`config.mk`:
```
export PLATFORM = sky130hd
export DESIGN_NAME = disp_scan_ctrl_flat
export DESIGN_NICKNAME = d
export VERILOG_FILES = /design/src/rtl/disp_scan_ctrl_pkg.sv /design/src/rtl/disp_scan_ctrl_if.sv /design/src/rtl/dectohex.sv /design/src/rtl/disp_scan_ctrl.sv /design/src/flat_wrapper.sv
export SDC_FILE = /design/constraint.sdc
export NUM_CORES = 1
export LEC_CHECK = 0
export ABC_CLOCK_PERIOD_IN_PS = 3620
export CAP_MARGIN = 20
export CORE_AREA = 2 2 77 153
export CTS_BUF_LIST = sky130_fd_sc_hd__clkbuf_4 sky130_fd_sc_hd__clkbuf_8
export CTS_CLUSTER_SIZE = 25
export DETAILED_ROUTE_END_ITERATION = 10
export DIE_AREA = 0 0 79 155
export GPL_ROUTABILITY_DRIVEN = 0
export HOLD_SLACK_MARGIN = 0.08
export PLACE_DENSITY = 0.9
export SETUP_SLACK_MARGIN = 0.1
export SYNTH_ARGS = -nofsm -noshare
export SYNTH_HDL_FRONTEND = slang
export SYNTH_SLANG_ARGS = --single-unit
```
`constraint.sdc`:
```
create_clock -name clk -period 3.62 [get_ports clk]
set_input_delay 0.724 -clock clk [delete_from_list [all_inputs] [get_ports clk]]
set_output_delay 0.724 -clock clk [all_outputs]
set_load 0.01 [all_outputs]
```
`src/rtl/disp_scan_ctrl_pkg.sv`:
```
// rtl/disp_scan_ctrl_pkg.sv - shared constants, phase type and width helpers for the scan controller
package disp_pkg;

    // Segment lines are active-low, so all ones means every segment is dark.
    localparam logic [6:0] SEG_OFF = 7'h7F;

    // Hex-to-segment patterns {g,f,e,d,c,b,a}, active-low; entry n is digit n.
    localparam logic [15:0][6:0] SEG_TABLE = {
        7'b0001110,  // F
        7'b0000110,  // E
        7'b0100001,  // d
        7'b1000110,  // C
        7'b0000011,  // b
        7'b0001000,  // A
        7'b0010000,  // 9
        7'b0000000,  // 8
        7'b1111000,  // 7
        7'b0000010,  // 6
        7'b0010010,  // 5
        7'b0011001,  // 4
        7'b0110000,  // 3
        7'b0100100,  // 2
        7'b1111001,  // 1
        7'b1000000   // 0
    };

    typedef enum logic {
        PH_BLANK = 1'b0,
        PH_DRIVE = 1'b1
    } phase_t;

    // Bits needed to count 0..n-1, never less than one.
    function automatic int cnt_width(input int n);
        return (n <= 2) ? 1 : $clog2(n);
    endfunction

endpackage

```
`src/rtl/disp_scan_ctrl_if.sv`:
```
// rtl/disp_scan_ctrl_if.sv - host and display signals of the scan controller
interface disp_scan_ctrl_if #(
    parameter int N_DIGITS = 8
) ();

    logic [4*N_DIGITS-1:0] data_i;
    logic [N_DIGITS-1:0]   en_i;
    logic [N_DIGITS-1:0]   dp_i;
    logic                  blank_lz_i;
    logic                  load_i;

    logic [6:0]            seg_o;
    logic                  dp_o;
    logic [N_DIGITS-1:0]   an_o;
    logic                  frame_o;
    logic                  pend_o;

    modport master (
        output data_i, en_i, dp_i, blank_lz_i, load_i,
        input  seg_o, dp_o, an_o, frame_o, pend_o
    );

    modport slave (
        input  data_i, en_i, dp_i, blank_lz_i, load_i,
        output seg_o, dp_o, an_o, frame_o, pend_o
    );

endinterface

```
`src/rtl/dectohex.sv`:
```
// rtl/dectohex.sv - combinational hex nibble to seven-segment decoder
module dectohex
    import disp_pkg::*;
(
    input  logic [3:0] hex,
    output logic [6:0] seg
);

    assign seg = SEG_TABLE[hex];

endmodule

```
`src/rtl/disp_scan_ctrl.sv`:
```
// rtl/disp_scan_ctrl.sv - time-multiplexed seven-segment scan controller with frame-aligned updates
module disp_scan_ctrl
    import disp_pkg::*;
#(
    parameter int N_DIGITS = 8,
    parameter int SCAN_DIV = 100000,
    parameter int BLANK    = 4
) (
    input  logic            clk,
    input  logic            rst_n,
    disp_scan_ctrl_if.slave bus
);

    localparam int CW = cnt_width(SCAN_DIV);
    localparam int IW = cnt_width(N_DIGITS);
    localparam int DW = 4 * N_DIGITS;

    logic [CW-1:0]       c;
    logic [IW-1:0]       idx;

    logic [DW-1:0]       act_data, pnd_data;
    logic [N_DIGITS-1:0] act_en, act_dp, pnd_en, pnd_dp;
    logic                act_blz, pnd_blz, pend;

    logic [6:0]          seg_q;
    logic                dp_q;
    logic [N_DIGITS-1:0] an_q;
    logic                frame_q;

    logic                c_wrap, boundary, visible, zero_run;
    phase_t              phase;
    logic [N_DIGITS-1:0] lz;
    logic [3:0]          nib;
    logic [6:0]          seg_dec, seg_d;
    logic                dp_d;
    logic [N_DIGITS-1:0] an_d;

    assign c_wrap   = (c == CW'(SCAN_DIV - 1));
    assign boundary = c_wrap && (idx == IW'(N_DIGITS - 1));
    assign phase    = (c < CW'(BLANK)) ? PH_BLANK : PH_DRIVE;
    assign nib      = act_data[{idx, 2'b00} +: 4];

    dectohex u_dec (
        .hex (nib),
        .seg (seg_dec)
    );

    // Prescaler walks the slot; each wrap advances the digit index.
    always_ff @(posedge clk or negedge rst_n) begin
        if (!rst_n) begin
            c   <= '0;
            idx <= '0;
        end else if (c_wrap) begin
            c   <= '0;
            idx <= (idx == IW'(N_DIGITS - 1)) ? '0 : idx + 1'b1;
        end else begin
            c   <= c + 1'b1;
        end
    end

    // Double buffer: loads park in pending; a load on the boundary itself bypasses to active.
    always_ff @(posedge clk or negedge rst_n) begin
        if (!rst_n) begin
            act_data <= '0;
            act_en   <= '0;
            act_dp   <= '0;
            act_blz  <= 1'b0;
            pnd_data <= '0;
            pnd_en   <= '0;
            pnd_dp   <= '0;
            pnd_blz  <= 1'b0;
            pend     <= 1'b0;
        end else if (boundary) begin
            if (bus.load_i) begin
                act_data <= bus.data_i;
                act_en   <= bus.en_i;
                act_dp   <= bus.dp_i;
                act_blz  <= bus.blank_lz_i;
            end else if (pend) begin
                act_data <= pnd_data;
                act_en   <= pnd_en;
                act_dp   <= pnd_dp;
                act_blz  <= pnd_blz;
            end
            pend <= 1'b0;
        end else if (bus.load_i) begin
            pnd_data <= bus.data_i;
            pnd_en   <= bus.en_i;
            pnd_dp   <= bus.dp_i;
            pnd_blz  <= bus.blank_lz_i;
            pend     <= 1'b1;
        end
    end

    // lz[k] is set when nibbles N_DIGITS-1 down to k are all zero.
    always_comb begin
        lz       = '0;
        zero_run = 1'b1;
        for (int k = N_DIGITS - 1; k >= 0; k--) begin
            zero_run = zero_run && (act_data[4*k +: 4] == 4'h0);
            lz[k]    = zero_run;
        end
    end

    // Decide whether the current digit is lit and form the next output values.
    always_comb begin
        visible = act_en[idx] && (phase == PH_DRIVE)
                  && !(act_blz && (idx != '0) && lz[idx]);
        seg_d   = SEG_OFF;
        dp_d    = 1'b1;
        an_d    = '1;
        if (visible) begin
            seg_d     = seg_dec;
            dp_d      = ~act_dp[idx];
            an_d[idx] = 1'b0;
        end
    end

    // Register every display output so pins never glitch with the mux.
    always_ff @(posedge clk or negedge rst_n) begin
        if (!rst_n) begin
            seg_q   <= SEG_OFF;
            dp_q    <= 1'b1;
            an_q    <= '1;
            frame_q <= 1'b0;
        end else begin
            seg_q   <= seg_d;
            dp_q    <= dp_d;
            an_q    <= an_d;
            frame_q <= boundary;
        end
    end

    assign bus.seg_o   = seg_q;
    assign bus.dp_o    = dp_q;
    assign bus.an_o    = an_q;
    assign bus.frame_o = frame_q;
    assign bus.pend_o  = pend;

endmodule

```
`src/flat_wrapper.sv`:
```
// flat-port wrapper written by rule: the top's interface ports become plain ports
module disp_scan_ctrl_flat import disp_pkg::*;
#(
    parameter int N_DIGITS = 8,
    parameter int SCAN_DIV = 100000,
    parameter int BLANK    = 4
)
  (clk, rst_n, bus_data_i, bus_en_i, bus_dp_i, bus_blank_lz_i, bus_load_i, bus_seg_o, bus_dp_o, bus_an_o, bus_frame_o, bus_pend_o);
  disp_scan_ctrl_if #(.N_DIGITS(N_DIGITS)) bus_i ();
  input  logic clk;
  input  logic rst_n;
  input wire logic [$bits(bus_i.data_i)-1:0] bus_data_i;
  input wire logic [$bits(bus_i.en_i)-1:0] bus_en_i;
  input wire logic [$bits(bus_i.dp_i)-1:0] bus_dp_i;
  input wire logic [$bits(bus_i.blank_lz_i)-1:0] bus_blank_lz_i;
  input wire logic [$bits(bus_i.load_i)-1:0] bus_load_i;
  output wire logic [$bits(bus_i.seg_o)-1:0] bus_seg_o;
  output wire logic [$bits(bus_i.dp_o)-1:0] bus_dp_o;
  output wire logic [$bits(bus_i.an_o)-1:0] bus_an_o;
  output wire logic [$bits(bus_i.frame_o)-1:0] bus_frame_o;
  output wire logic [$bits(bus_i.pend_o)-1:0] bus_pend_o;
  assign bus_i.data_i = bus_data_i;
  assign bus_i.en_i = bus_en_i;
  assign bus_i.dp_i = bus_dp_i;
  assign bus_i.blank_lz_i = bus_blank_lz_i;
  assign bus_i.load_i = bus_load_i;
  assign bus_seg_o = bus_i.seg_o;
  assign bus_dp_o = bus_i.dp_o;
  assign bus_an_o = bus_i.an_o;
  assign bus_frame_o = bus_i.frame_o;
  assign bus_pend_o = bus_i.pend_o;
  disp_scan_ctrl #(.N_DIGITS(N_DIGITS), .SCAN_DIV(SCAN_DIV), .BLANK(BLANK)) u_core (.clk(clk), .rst_n(rst_n), .bus(bus_i));
endmodule
```
=== Word-level counts from Yosys, hierarchy flattened ===
Memories as Yosys holds them, arrays and structs flattened.
Index checks and enable logic that the tools add are counted.

* Flip-flop bits (word level): 136
* Memory bits (read-only): 112
* Output and inout port bits: 18
* Memories kept: 1

* Add/subtract/negate cells: 2
* Order comparisons: 4
* Equal/unequal tests: 2
* Shift-type cells: 1
* Mux-type cells: 25
* Bitwise operators: 3
* Reduce and logical (&&, ||, !) cells: 27

{| class="wikitable"
|+ Memories
! name !! words !! bits a word !! read ports !! clocked after Yosys merged registers in !! write ports !! RTL line !! source
|-
| (name not given) || 16 || 7 || 1 || 0 || 0 || dectohex.sv:9 || <nowiki>assign seg = SEG_TABLE[hex];</nowiki>
|}

{| class="wikitable"
|+ Operator list
! operator !! number
|-
| two-way mux 32 bit || 2
|-
| two-way mux 8 bit || 5
|-
| logical NOT 4 bit || 8
|-
| indexed part select 32 x 6 -> 4 bit || 1
|-
| adder 17 x 1 -> 17 bit (second input constant) || 1
|-
| equality test 17 bit (second input constant) || 1
|-
| less-than comparator 17 x 3 -> 1 bit (second input constant) || 1
|-
| two-way mux 17 bit || 1
|-
| two-way mux 7 bit || 2
|-
| logical AND 1 bit || 13
|-
| two-way mux 1 bit || 10
|-
| binary-select mux 1 bit (select 3 bit) || 3
|-
| NOT 8 bit || 1
|-
| less-than comparator 4 x 5 -> 1 bit (second input constant) || 1
|-
| less-than comparator 3 x 4 -> 1 bit (second input constant) || 1
|-
| AND reduction 2 bit || 2
|-
| nonzero test 2 bit || 2
|-
| adder 3 x 1 -> 3 bit (second input constant) || 1
|-
| demux 1 bit (select 3 bit) || 1
|-
| equality test 3 bit (second input constant) || 1
|-
| greater-or-equal comparator 3 x 1 -> 1 bit (second input constant) || 1
|-
| two-way mux 3 bit || 1
|-
| nonzero test 3 bit || 1
|-
| NOT 1 bit || 2
|-
| logical NOT 1 bit || 1
|}

=== Longest topological paths before layout ===
Gate-level depths: netlist of run 1.

* Word-level depth: 14
* Gate-level depth with buffers: 10

=== Cells and area by module ===
Synthesis of run 1 repeated with hierarchy kept, for this count alone.

* Cells, all modules: 560
* Area total of the unflattened synthesis: 6492.5 µm²

{| class="wikitable"
|+ Modules (own cells, without submodules)
! module !! instances !! cells each !! area an instance (µm²)
|-
| disp_scan_ctrl || 1 || 529 || 6239.7
|-
| dectohex || 1 || 31 || 252.7
|}

=== Worst setup path after synthesis of run 1 ===
Ideal clock, no wire load.

* Kind: reg-to-reg
* Start: reg u_core.idx[1]
* End: reg u_core.seg_q[6], in the netlist u_core.bus.seg_o[6]
* Setup time: 0.087 ns
* Data arrival time: 2.306 ns
* Path slack: 1.227 ns
* Stages on the path, launching flop included: 9
* Buffers on the path: 1
* Path through: dfrtp_1 -> buf_6 -> mux4_1 -> mux2i_1 -> inv_1 -> ha_1 -> mux2_1 -> a22oi_1 -> nand3_1

* Longest elaborated chain between the ends: 6
* Elaborated cells on any way between the ends: 14
* Those cells by class: shift: 1; mux: 6; reduce/logical: 6; memory: 1

{| class="wikitable"
|+ Ends and longest elaborated chain
! element !! RTL line !! source
|-
| from (decl) || disp_scan_ctrl.sv:19 || <nowiki>logic [IW-1:0] idx;</nowiki>
|-
| from (signal assigned) || disp_scan_ctrl.sv:55 || <nowiki>idx <= (idx == IW'(N_DIGITS - 1)) ? '0 : idx + 1'b1;</nowiki>
|-
| parallel branches: the longest is 5 deep, another holds memory (16 x 7 bit) || n/a ||
|-
| two-way mux 7 bit * || disp_scan_ctrl.sv:112 || <nowiki>if (visible) begin</nowiki>
|-
| net u_core.seg_d[6] || disp_scan_ctrl.sv:34 || <nowiki>logic [6:0] seg_dec, seg_d;</nowiki>
|-
| to (signal assigned) || disp_scan_ctrl.sv:127 || <nowiki>seg_q <= seg_d;</nowiki>
|-
| to (decl) || disp_scan_ctrl.sv:25 || <nowiki>logic [6:0] seg_q;</nowiki>
|}

Mark *: on every way through the listed nets, which the timed path passes. The select of a mux whose other input is x is not followed.
A chain may end at the register's enable or synchronous reset.

=== Worst setup path after layout of run 1 ===
* Start: reg u_core.idx[2]
* End: reg u_core.seg_q[6], in the netlist u_core.bus.seg_o[6]

The elaborated chain is that of the path after synthesis.

==> flow_summary.json, run 1 <==
{
  "status": "finished clean",
  "drtIter0Drc": 276,
  "fmax_mhz": 373,
  "path_class": "register to register",
  "nFillCells": 740,
  "critPathArrivalTime_ns": 3.01,
  "boundaryPins": 70,
  "fin_nets": 614,
  "reg2reg_depth": 7,
  "cp-end-kind": "register",
  "grt_overflow_total": 0,
  "die_area_um2": 12200,
  "clkTransAtPathRegs_ns": 0.08,
  "syn-num-nets": 541,
  "leakagePower_nw": 3.47,
  "postCtsSetupBuffers": 0,
  "drv_slew": 0,
  "wl_per_cell_um": 19.3,
  "regToRegSetupSlack_ns": 0.94,
  "place_inst": 675,
  "rsz0062_at_grt": "no",
  "start_util_pct": 58.8,
  "synth_top_area_share_pct": 45.8,
  "synth_flop_cell": "dfrtp_1",
  "cts_tree": "yes",
  "max-clock-path-buffers": 2,
  "power_density_nw_per_um2": 419,
  "antenna_found_initial": 0,
  "worstPathRequired_ns": 3.95,
  "grt_start_max_net_pins": 53,
  "fin_cells": 707,
  "drive_above_1_share_pct": 39.1,
  "rows": 55,
  "wl_um": 13700,
  "synth_top_area_cell": "dfrtp_1",
  "drc": 0,
  "clock_sinks": 136,
  "final.period_utilization_pct": 74.0,
  "dpl_cell_area_um2": 7380,
  "irDropWorstVdd_uv": 445,
  "synth_edf_count": 0,
  "hold_viol_final": 0,
  "grt_pass1_wl_um": 22100,
  "final_area_um2": 7840,
  "ys_async_sr_fraction_pct": 100,
  "tightest_slew_ns": 0.996,
  "path_max_fanout": 18,
  "drv_cap": 0,
  "grt_pass1_vias": 4455,
  "avgSynthCellArea_um2": 13.7,
  "cts.repair.resized": 0,
  "startpoint_type": "register",
  "r2r_end": "u_core.bus.seg_o[6]",
  "maxSlewHeadroom_pct": 33.5,
  "setup_viol": 0,
  "yosysWarnings": 0,
  "port_buffers": 69,
  "multi_input_area_um2": 2970,
  "hold_path.class": "input port to asynchronous set/reset pin",
  "h-tree-depth": 4,
  "viasPerCell": 5.94,
  "seq_area_um2": 3420,
  "synth.ff_latch_count": 136,
  "die_x_um": 79,
  "placeableCoreArea_um2": 11100,
  "drtAntennaViolNets": 0,
  "clock_skew_ns": 0.0116,
  "first_pass_iters": 5,
  "cts-root-buf": "clkbuf_8",
  "netlist_instances": 479,
  "postCtsHoldBufs": 0,
  "area_delta_synth_final_pct": 19.6,
  "num_antenna_cells": 0,
  "grt_usage_pct": 23.5,
  "synth_seq_area_share_pct": 52.3,
  "syn-cell-area_um2": 6550,
  "clkLatencyLatePin_ns": 0.45,
  "ys_top_cells_by_area": "dfrtp_1 46%, mux2_2 25%, dfstp_2 6.4%",
  "vias": 4203,
  "period_minus_slack_ns": 2.68,
  "cts_buffers": 17,
  "dp_hpwl_um": 9010,
  "r2r-start": "u_core.idx[2]",
  "die_y_um": 155,
  "tns_ns": 0,
  "synthDistinctLibCells": 43
}
-- routing by layer --
| metal | routed length (um) | GRT usage, % |
|---|---|---|
| met1 | 5210 | 27.1 |
| met2 | 7440 | 41.5 |
| met3 | 624 | 5.86 |
| met4 | 378 | 9.03 |
| met5 | 0 | 0 |
-- layout by cell type (no fill, tap or decap), types with 4 or more instances in the layout --
| cell type | Yosys | final |
|---|---|---|
| bufinv_16 | 0 | 5 |
| mux4_2 | 6 | 6 |
| nor3_1 | 7 | 7 |
| clkinv_2 | 0 | 5 |
| xor2_1 | 6 | 6 |
| nand4_1 | 8 | 8 |
| mux2_1 | 4 | 4 |
| clkbuf_8 | 0 | 18 |
| nand3_1 | 18 | 18 |
| dfstp_2 | 16 | 16 |
| nor4_1 | 11 | 11 |
| buf_4 | 3 | 9 |
| mux4_1 | 4 | 4 |
| and3_1 | 5 | 5 |
| o21ai_0 | 4 | 4 |
| xnor2_1 | 9 | 9 |
| mux2_2 | 147 | 147 |
| nor2_1 | 22 | 22 |
| inv_1 | 7 | 7 |
| nand2_1 | 12 | 12 |
| mux2i_1 | 7 | 7 |
| clkdlybuf4s50_1 | 0 | 67 |
| ha_1 | 10 | 10 |
| dfrtp_1 | 120 | 120 |
-- stage by stage --
step / setup slack [ns] / hold slack (ns) / total power (W) / utilization [%]
final: 0.942 / 0.266 / 0.00328 / 70.3
after global routing: 0.715 / 0.293 / 0.00339 / 70.3
after CTS: 0.975 / 0.272 / 0.00330 / 70.3
after detailed placement: 1.00 / 0.481 / 0.00188 / 66.2
after global placement: 1.11 / 0.467 / 0.00187 / 66.2
after floorplan: 1.23 / 0.428 / 0.00175 / -
-- worst max path at each step --
stage / to / start / slack [ns] / cells after the start
after CTS: u_core.bus.seg_o[6] / u_core.idx[1] / 0.98 / 7
after global placement: u_core.bus.seg_o[6] / u_core.idx[1] / 1.11 / 7
after global routing: u_core.bus.seg_o[6] / u_core.idx[2] / 0.72 / 7
final: u_core.bus.seg_o[6] / u_core.idx[2] / 0.94 / 7
after floorplan: u_core.bus.seg_o[6] / u_core.idx[1] / 1.23 / 8
after detailed placement: u_core.bus.seg_o[6] / u_core.idx[1] / 1.00 / 7
-- area by class of cell --
class,instances,share of cell area (%)
Sequential cell,136,43.7
Multi-Input combinational cell,310,37.8
Timing Repair Buffer,79,10.0
Clock buffer,19,3.26
Clock inverter,13,2.57
Tap cell,142,2.27
Inverter,8,0.383
-- critical path, cell delays in order (launching register included) --
cell,delay [ns]
dfrtp_1,0.72
mux4_1,0.39
mux2i_1,0.46
inv_1,0.17
ha_1,0.28
mux2_1,0.31
a22oi_1,0.14
nand3_1,0.10
-- sequential cells by signal, indices dropped and copies added (netlist names) --
signal and cells:
u_core.act_data 32, u_core.bus.an_o 8, u_core.pnd_en 8, u_core.c 17, u_core.act_en 8, u_core.bus.dp_o 1, u_core.pnd_data 32, u_core.pnd_blz 1
u_core.act_blz 1, u_core.pnd_dp 8, u_core.idx 3, u_core.bus.frame_o 1, u_core.bus.pend_o 1, u_core.act_dp 8, u_core.bus.seg_o 7
-- power breakdown --
| part | internal [W] | total, W | switching (W) |
|---|---|---|---|
| combinational | 0.000151 | 0.000252 | 0.000101 |
| clock | 0.000843 | 0.00143 | 0.000588 |
| sequential | 0.00157 | 0.00160 | 0.0000253 |
-- logic make-up after synthesis --
group / share of synthesized area (%)
AND/OR/NAND/NOR: 7.47
buffers and inverters: 2.46
AO/OA/AOI/OAI: 2.04
adder cells (fa/ha/maj): 1.91
multiplexers: 31.8
XOR/XNOR: 2.01
flip-flops: 52.3
-- synth_stat cells, drive strengths merged (3+ instances only) --
| cell | n |
|---|---|
| dfrtp | 120 |
| xnor2 | 9 |
| o211ai | 3 |
| xor2 | 6 |
| nand2 | 12 |
| clkbuf | 8 |
| mux4 | 10 |
| nand4b | 3 |
| nor4 | 11 |
| o21ai | 4 |
| dfstp | 16 |
| a22oi | 3 |
| nor3 | 8 |
| nand3 | 18 |
| nand4 | 8 |
| mux2i | 9 |
| buf | 17 |
| mux2 | 153 |
| ha | 10 |
| and3 | 5 |
| nor2 | 22 |
| inv | 8 |
| a21oi | 3 |
No activity file was read; power rests on OpenSTA's default activity.
==> run 2, diff against run 1 <==
--- a/config.mk
+++ b/config.mk
@@ -5,16 +5,16 @@
 export SDC_FILE = /design/constraint.sdc
 export NUM_CORES = 1
 export LEC_CHECK = 0
-export ABC_CLOCK_PERIOD_IN_PS = 3620
+export ABC_CLOCK_PERIOD_IN_PS = 2720
 export CAP_MARGIN = 20
-export CORE_AREA = 2 2 77 153
+export CORE_AREA = 2 2 78 155
 export CTS_BUF_LIST = sky130_fd_sc_hd__clkbuf_4 sky130_fd_sc_hd__clkbuf_8
 export CTS_CLUSTER_SIZE = 25
 export DETAILED_ROUTE_END_ITERATION = 10
-export DIE_AREA = 0 0 79 155
+export DIE_AREA = 0 0 80 157
 export GPL_ROUTABILITY_DRIVEN = 0
 export HOLD_SLACK_MARGIN = 0.08
-export PLACE_DENSITY = 0.9
+export PLACE_DENSITY = 0.88
 export SETUP_SLACK_MARGIN = 0.1
 export SYNTH_ARGS = -nofsm -noshare
 export SYNTH_HDL_FRONTEND = slang
==> constraint.sdc (replaced) <==
create_clock -name clk -period 2.72 [get_ports clk]
set_input_delay 0.544 -clock clk [delete_from_list [all_inputs] [get_ports clk]]
set_output_delay 0.544 -clock clk [all_outputs]
set_load 0.01 [all_outputs]
==> run 2 against run 1 <==
Effect of this change:
- register-to-register slack got worse by 0.71 ns
- sequential share of layout area up 0.20 points
- clock skew up 0.0051 ns
- combinational power up 32%
- flip-flop and latch count stayed put
- count of clock-buffer cells in the layout is 1 lower
- highest routed layer unchanged
==> flow_summary.json, run 2 (synthesis results as in run 1) <==
{
  "cts_tree": "yes",
  "rows": 55,
  "clock_sinks": 136,
  "tightest_slew_ns": 0.630,
  "largest_registers": "u_core.act_data (32), u_core.pnd_data (32), u_core.c (17)",
  "wl_um": 13200,
  "num_antenna_cells": 0,
  "path_class": "register to register",
  "drv_cap": 0,
  "tns_ns": 0,
  "cts-root-buf": "clkbuf_8",
  "path_max_fanout": 15,
  "final.period_utilization_pct": 91.5,
  "grt_overflow_total": 0,
  "die_x_um": 80,
  "clkTransAtPathRegs_ns": 0.08,
  "hold_viol_final": 0,
  "irDropWorstVdd_uv": 462,
  "postCtsSetupBuffers": 0,
  "port_buffers": 69,
  "pre_cts_slack_ns": 0.259,
  "vias": 4212,
  "startpoint_type": "register",
  "worstPathRequired_ns": 3.08,
  "wl_per_cell_um": 18.6,
  "wl_met1_um": 4760,
  "boundaryPins": 70,
  "power_density_nw_per_um2": 524,
  "area_delta_synth_final_pct": 19.1,
  "route.met2.wl_um": 7320,
  "status": "finished clean",
  "drtIter0Drc": 292,
  "drive_above_1_share_pct": 39.6,
  "dp_hpwl_um": 9750,
  "period_minus_slack_ns": 2.49,
  "die_y_um": 157,
  "drtAntennaViolNets": 0,
  "grt_usage_pct": 23.0,
  "clock_skew_ns": 0.0167,
  "critPathArrivalTime_ns": 2.85,
  "h-tree-depth": 4,
  "setup_ws_ns": 0.232,
  "start_util_pct": 58.0,
  "fmax_mhz": 402,
  "rsz0062_at_grt": "no",
  "final_common_cell": "mux2_2",
  "die_area_um2": 12600,
  "cts_buffers": 17,
  "max-clock-path-buffers": 2,
  "postCtsHoldBufs": 0,
  "nFillCells": 811,
  "grt_start_max_net_pins": 69,
  "drc": 0,
  "antenna_found_initial": 0,
  "hold_path.class": "input port to asynchronous set/reset pin",
  "setup_viol": 0,
  "layout_common_cells": "147 x mux2_2, 120 x dfrtp_1, 67 x clkdlybuf4s50_1, 22 x nor2_1",
  "grt_pass1_vias": 4439,
  "grt_pass1_wl_um": 21900,
  "placeableCoreArea_um2": 11300,
  "viasPerCell": 5.92,
  "wl_met3_um": 453,
  "drv_slew": 0,
  "cp-end-kind": "register",
  "top_layer": "met4",
  "leakagePower_nw": 3.45,
  "first_pass_iters": 4,
  "fin_nets": 619,
  "reg2reg_depth": 6,
  "cts.repair.resized": 0,
  "clkLatencyLatePin_ns": 0.45,
  "maxSlewHeadroom_pct": 57.6,
  "final_util_pct": 69.1
}
run 2: cell count changes in the layout (fill, tap and decap cells not counted), sizes merged:
cell      before  now
bufinv         5    2
clkbuf        19   18
clkinv         8    5
buf           12   17
clkinvlp       0    4
inv            8   11
run 2: routing by layer:
metal	track usage [%]	vias up
li1	-	1911
met1	24.6	2130
met2	41.1	119
met3	5.10	52
met4	12.5	0
met5	0	-
run 2: where the power goes:
group          leakage, nW  internal [W]  switching (W)
combinational         1.54      0.000201       0.000132
sequential            1.71       0.00210      0.0000348
clock                0.192      0.000842       0.000786
run 2: cell type report:
cell class                 instances  area [um2]  share of cell area (%)
tap                              142         178                    2.28
multi-input combinational        310        2970                    38.0
clock inverter                    14         149                    1.91
sequential                       136        3420                    43.9
inverter                           8        30.0                   0.385
clock buffer                      18         248                    3.18
timing repair buffer              84         808                    10.4
run 2: per-stage QoR:
| step | hold WS [ns] | instance area [um2] | total power (W) | cells |
|---|---|---|---|---|
| 3_5_place_dp | 0.489 | 7400 | 0.00251 | 680 |
| 4_1_cts | 0.0875 | 7800 | 0.00414 | 712 |
| 6_report | 0.0802 | 7800 | 0.00409 | 712 |
| 3_3_place_gp | 0.471 | 7400 | 0.00249 | 680 |
| 5_1_grt | 0.124 | 7800 | 0.00426 | 712 |
| 2_1_floorplan | 0.248 | 6550 | 0.00233 | 479 |
run 2: path summary, 6_finish.rpt:
path / slack (ns) / startpoint / to
worst max register to register: 0.23 / u_core.idx[1] / u_core.bus.seg_o[6]
worst max-delay path: 0.23 / u_core.idx[1] / u_core.bus.seg_o[6]
max in group asynchronous: 1.83 / rst_n / u_core.bus.seg_o[0]
min in group clk: 0.50 / u_core.c[0] / u_core.c[0]
worst min-delay path: 0.08 / rst_n / u_core.pnd_en[4]
worst min register to register: 0.50 / u_core.c[0] / u_core.c[0]
run 2: critical path, stage by stage (launching register included):
cell,delay (ns)
dfrtp_1,0.58
buf_4,0.31
mux4_2,0.56
mux2i_4,0.32
mux2_1,0.38
a22oi_1,0.15
nand3_1,0.10
==> run 3, diff against run 2 <==
--- a/config.mk
+++ b/config.mk
@@ -16,6 +16,7 @@
 export HOLD_SLACK_MARGIN = 0.08
 export PLACE_DENSITY = 0.88
 export SETUP_SLACK_MARGIN = 0.1
+export SLEW_MARGIN = 20
 export SYNTH_ARGS = -nofsm -noshare
 export SYNTH_HDL_FRONTEND = slang
 export SYNTH_SLANG_ARGS = --single-unit
==> results of run 3 <==
No change in the layout: final DEF, timing and power equal those of run 2.
